===== config.mk =====
export PLATFORM = sky130hd
export DESIGN_NAME = buffer_register_parity_check
export DESIGN_NICKNAME = d
export VERILOG_FILES = /design/src/rtl/buffer_register_parity_check.sv
export SDC_FILE = /design/constraint.sdc
export NUM_CORES = 1
export LEC_CHECK = 0
export CAP_MARGIN = 10
export CORE_MARGIN = 2
export CORE_UTILIZATION = 49
export CTS_CLUSTER_DIAMETER = 40
export DETAILED_ROUTE_END_ITERATION = 12
export PLACE_DENSITY = 0.75
export SLEW_MARGIN = 20
export SYNTH_ARGS = -nofsm -noshare
export SYNTH_HDL_FRONTEND = slang
export SYNTH_SLANG_ARGS = --single-unit

===== constraint.sdc =====
create_clock -name SIM_CLK -period 1.53 [get_ports SIM_CLK]
set_input_delay 0.306 -clock SIM_CLK [delete_from_list [all_inputs] [get_ports SIM_CLK]]
set_output_delay 0.306 -clock SIM_CLK [all_outputs]
set_load 0.1 [all_outputs]

===== src/rtl/buffer_register_parity_check.sv =====
// Samples the A/B buffer-register serial streams over one syllable, checks odd parity per side
// and (with DUPLEX_COMPARE_EN defined) A/B agreement; keeps sticky flags and saturating counts.
module buffer_register_parity_check #(
  parameter int NBITS = 14,
  parameter int CNTW  = 3
) (
  input  logic            SIM_CLK,
  input  logic            SIM_RST,
  input  logic            V1,
  input  logic            BRSTV,
  input  logic            BRSHV,
  input  logic            BRASD,
  input  logic            BRBSD,
  input  logic            CLRERV,
  output logic            BUSY,
  output logic            PERA,
  output logic            PERB,
  output logic            DISAG,
  output logic            ERRP,
  output logic [CNTW-1:0] PECNTA,
  output logic [CNTW-1:0] PECNTB
);

  localparam int BCW = $clog2(NBITS + 1);

  typedef enum logic [1:0] {ST_IDLE, ST_SHIFT, ST_CHECK} state_t;

  state_t          state_q;
  logic [BCW-1:0]  cnt_q;
  logic [BCW-1:0]  cnt_d;
  logic            par_a_q, par_b_q, mism_q;
  logic            busy_q, pera_q, perb_q, disag_q, errp_q;
  logic [CNTW-1:0] pecnta_q, pecntb_q;
  logic            start_w, shift_w, err_a_w, err_b_w, err_d_w;

  // A start strobe wins over a bit strobe in the same cycle, and restarts an open window.
  assign start_w = V1 && BRSTV && (state_q == ST_IDLE || state_q == ST_SHIFT);
  assign shift_w = V1 && BRSHV && !BRSTV && (state_q == ST_SHIFT);
  assign cnt_d   = cnt_q + BCW'(1);

  assign err_a_w = ~par_a_q;
  assign err_b_w = ~par_b_q;
  assign err_d_w = mism_q;

`ifdef DUPLEX_COMPARE_EN
  always_ff @(posedge SIM_CLK) begin
    if (SIM_RST || start_w) begin
      mism_q <= 1'b0;
    end else if (shift_w) begin
      mism_q <= mism_q | (BRASD ^ BRBSD);
    end
  end
`else
  assign mism_q = 1'b0;
`endif

  always_ff @(posedge SIM_CLK) begin
    if (SIM_RST) begin
      state_q  <= ST_IDLE;
      cnt_q    <= '0;
      par_a_q  <= 1'b0;
      par_b_q  <= 1'b0;
      busy_q   <= 1'b0;
      pera_q   <= 1'b0;
      perb_q   <= 1'b0;
      disag_q  <= 1'b0;
      errp_q   <= 1'b0;
      pecnta_q <= '0;
      pecntb_q <= '0;
    end else begin
      errp_q <= 1'b0;
      if (CLRERV) begin
        pera_q   <= 1'b0;
        perb_q   <= 1'b0;
        disag_q  <= 1'b0;
        pecnta_q <= '0;
        pecntb_q <= '0;
      end
      if (!V1) begin
        state_q <= ST_IDLE;
        busy_q  <= 1'b0;
      end else if (start_w) begin
        state_q <= ST_SHIFT;
        busy_q  <= 1'b1;
        cnt_q   <= '0;
        par_a_q <= 1'b0;
        par_b_q <= 1'b0;
      end else begin
        case (state_q)
          ST_SHIFT: begin
            if (shift_w) begin
              par_a_q <= par_a_q ^ BRASD;
              par_b_q <= par_b_q ^ BRBSD;
              cnt_q   <= cnt_d;
              if (cnt_d == BCW'(NBITS)) state_q <= ST_CHECK;
            end
          end
          ST_CHECK: begin
            // Placed after the CLRERV clear so a coincident new error survives it.
            state_q <= ST_IDLE;
            busy_q  <= 1'b0;
            errp_q  <= err_a_w | err_b_w | err_d_w;
            if (err_a_w) begin
              pera_q   <= 1'b1;
              pecnta_q <= CLRERV ? CNTW'(1)
                        : (&pecnta_q) ? pecnta_q : pecnta_q + CNTW'(1);
            end
            if (err_b_w) begin
              perb_q   <= 1'b1;
              pecntb_q <= CLRERV ? CNTW'(1)
                        : (&pecntb_q) ? pecntb_q : pecntb_q + CNTW'(1);
            end
            if (err_d_w) disag_q <= 1'b1;
          end
          default: state_q <= ST_IDLE;
        endcase
      end
    end
  end

  assign BUSY   = busy_q;
  assign PERA   = pera_q;
  assign PERB   = perb_q;
  assign DISAG  = disag_q;
  assign ERRP   = errp_q;
  assign PECNTA = pecnta_q;
  assign PECNTB = pecntb_q;

endmodule


==> impl_metrics.yaml <==
run_status:
  status: "finished clean"
cells_and_area:
  final_layout_size_suffix_gt1_share_pct: 30.71
  n_antenna_cell: 0
  nNetsFinal: 143
  fillers: 129
  multiInputGateArea_um2: 509.2
  final_core_util_pct: 76.16
  regArea_um2: 369.1
  instances_no_fill: 152
  final_cell_area_mm2: 0.001315
  area_delta_synth_final_pct: 46.38
logic_synthesis:
  synth_top_area_cell: "dfxtp_1"
  synth-simple-area-share_pct: 26.60
  async_flop_share_pct: 0
  synthAdderAreaFrac_pct: 8.357
  synthDistinctLibCells: 30
  synth_cells: 99
  syn_area_um2: 898.4
  synth_compound_area_share_pct: 12.12
  ys_top_cells_by_count: "18 x dfxtp_1, 9 x a21oi_1, 8 x nand2_1, 8 x nor2_1"
  synth-edff-count: 0
  ys_ff_latch: 18
  syn_avg_cell_area_um2: 9.074
  yosysMostFrequentCell: "dfxtp_1"
  ys.flop_type: "dfxtp_1"
  yosys_warnings: 0
  synthMuxAreaShare_pct: 5.710
  seq_area_frac_synth_pct: 40.11
  ys_top_cells_by_area: "dfxtp_1 40%, ha_1 8.4%, a21oi_1 5.0%, mux2i_1 4.5%, nand4bb_1 3.8%"
  synth_top_area_share_pct: 40.11
  synth_top_family_by_area: "simple AND/OR/NAND/NOR gates"
  synth_xor_area_share_pct: 1.950
  syn_nets: 113
hold_path:
  hold_start: "PECNTA[1]$_SDFFE_PP0P_"
  hold_path_class: "reg -> reg"
  hold_end: "PECNTA[1]$_SDFFE_PP0P_"
  min_path_cells: 2
die:
  core-area_mm2: 0.001727
  ios: 19
  fp.dieW_um: 46.82
  start_util_pct: 52.03
  rows: 15
  die-area_mm2: 0.002192
  die_h_um: 46.82
timing:
  fin_skew_ns: 0.005312
  final_hold_viol_count: 0
  fin_crit_sh_pct: 99.96
  setup_viol: 0
  post-route-min-period_ns: 1.529
  grt_setup_unrepaired: "yes"
  timing.fmax_mhz: 653.9
  slew_violations: 0
clock_network:
  ctsHtreeMaxLevel: 1
  post-cts-setup-buffers: 0
  cts.clk_slew.worst_paths_ns: 0.10
  clockBufferDepth: 2
  worstSkewPairLatency_ns: 0.28
  cts.sinks: 18
  cts_made_buffers: 3
  root_buffer: "clkbuf_4"
  cts_tree: "done"
route:
  drt_wl_total_um: 2002
  via_per_inst: 5.342
  drt_first_pass_iters: 3
  vias: 812
  remaining_drc_errors: 0
  routedWlPerCell_um: 13.17
  ant_nets: 0
  first_iter_violations: 15
placed_design:
  port_buffers: 17
  dpl_cell_area_mm2: 0.001277
  place_congestion: 0.7913
  dp.final_hpwl_um: 1602
  dp_cells: 149
worst_setup_path:
  worstPathCellList: "clkdlybuf4s50_1 -> nand4bb_1 -> buf_4 -> or4_1 -> a21oi_1"
  crit_path_end_kind: "flop"
  cp_num_buf_inv: 2
  r2r_cells: 4
  rr_endpoint: "par_b_q$_SDFFE_PP0P_"
  path_class: "in -> reg"
  crit_path_max_incr_delay_ns: 0.42
  crit_arrival_ns: 1.74
  crit_path_top_delay_cell: "clkdlybuf4s50_1"
  ff2ff_setup_slack_ns: 0.07
  worstPathRequired_ns: 1.74
  timing.rr.start: "state_q[0]$_SDFFE_PP0P_"
  cp_top_family: "simple AND/OR/NAND/NOR gates"
  cp-start-kind: "input pin"
  path_max_fanout: 11
global_routing:
  antenna_found_initial: 0
  grt_start_max_net_pins: 12
  grt-ovfl-total: 0
  grtUsageTotal_pct: 20.83
  grt_pass1_wl_um: 3270
  grt_pass1_vias: 803
power_and_ir_drop:
  irDropWorstVdd_uv: 459.0
  p_leak_nw: 0.5037
  pwr_density_cell_mw_per_mm2: 603.3
job:
  drv_cap: 0
how the worst max path moves through the flow:
stage	cells past startpoint	slack (ns)	end	start
after floorplan	4	0.11	PECNTB[1]$_SDFFE_PP0P_	PECNTB[0]$_SDFFE_PP0P_
after global placement	4	-0.25	state_q[0]$_SDFFE_PP0P_	BRSTV
after detailed placement	5	-0.31	cnt_q[3]$_SDFFE_PP0P_	BRSTV
after CTS	5	0.004	par_b_q$_SDFFE_PP0P_	BRSTV
after global routing	5	-0.02	par_b_q$_SDFFE_PP0P_	BRSTV
final	5	0.0007	par_b_q$_SDFFE_PP0P_	BRSTV
worst min-delay path, cell delays in order, from the launching register on:
cell,delay (ns)
dfxtp_2,0.35
nand2_1,0.05
mux2i_1,0.05
cell type report:
type                    instances  area share, %
clock buffers                   3          1.713
flip-flops and latches         18          28.07
well taps                      25          2.379
inverters                       6          1.713
multi-input cells              71          38.73
repair buffers                 29          27.40
metrics by stage:
| stage | TNS [ns] | power (mW) | hold slack [ns] | setup WS (ns) |
|---|---|---|---|---|
| 2_1_floorplan | 0 | 0.5312 | 0.4476 | 0.1125 |
| 3_3_place_gp | -1.714 | 0.5769 | 0.4737 | -0.2538 |
| 3_5_place_dp | -2.720 | 0.5795 | 0.4780 | -0.3092 |
| 4_1_cts | 0 | 0.7984 | 0.4932 | 0.004192 |
| 5_1_grt | -0.02657 | 0.8300 | 0.5041 | -0.01965 |
| 6_report | 0 | 0.7934 | 0.4899 | 0.0006583 |
cell families after synthesis:
kind of cell    after synthesis
compound gates               17
xor+xnor                      2
fa+ha+maj                     6
buf+inv                      10
flops                        18
mux                           5
other cells                   1
simple gates                 40
cell usage in the layout (no fill, tap or decap), drive strengths merged:
| cell type | n |
|---|---|
| buf | 22 |
| dfxtp | 18 |
| a21oi | 9 |
| nor2 | 8 |
| nand2 | 8 |
| clkdlybuf4s50 | 7 |
| inv | 6 |
| ha | 6 |
| mux2i | 4 |
| nand2b | 4 |
| or4 | 4 |
| nand4bb | 3 |
| o31ai | 3 |
| clkbuf | 3 |
| or3 | 2 |
| nand3b | 2 |
| or3b | 2 |
| o32ai | 2 |
| nor3b | 2 |
| nor3 | 2 |
| o21ai | 1 |
| o211ai | 1 |
| nand3 | 1 |
| xor2 | 1 |
| xnor2 | 1 |
| o221a | 1 |
| and3b | 1 |
| mux2 | 1 |
| nor2b | 1 |
| conb | 1 |
sequential cells by signal (all words and copies together), names as in the netlist:
signal and count:
cnt_q 4, PECNTA 3, PECNTB 3, state_q 2
BUSY 1, ERRP 1, PERA 1, PERB 1
par_a_q 1, par_b_q 1
layer usage:
| layer | global-route usage (%) | share of wire, % | vias to the layer above |
|---|---|---|---|
| met3 | 6.154 | 3.2 | 6 |
| met2 | 34.25 | 51 | 14 |
| met1 | 24.59 | 44 | 382 |
| li1 | - | - | 410 |
| met5 | 0 | 0 | - |
| met4 | 10.56 | 1.9 | 0 |
power breakdown:
group          switching [mW]  total [mW]  internal (mW)  leakage (nW)
Clock                   0.132       0.223         0.0913        0.0138
Sequential            0.00375       0.475          0.471         0.149
Combinational          0.0517      0.0955         0.0438         0.341
Total                   0.187       0.793          0.606         0.504
what timing repair did:
item,in CTS,in global routing
setup endpoints to repair,1,3
hold buffers,0,0
cloned,0,0
pin swaps,0,1
resized for setup,1,3
endpoints found under the hold margin,0,0
Note: power is estimated with default switching activity, not from simulation.
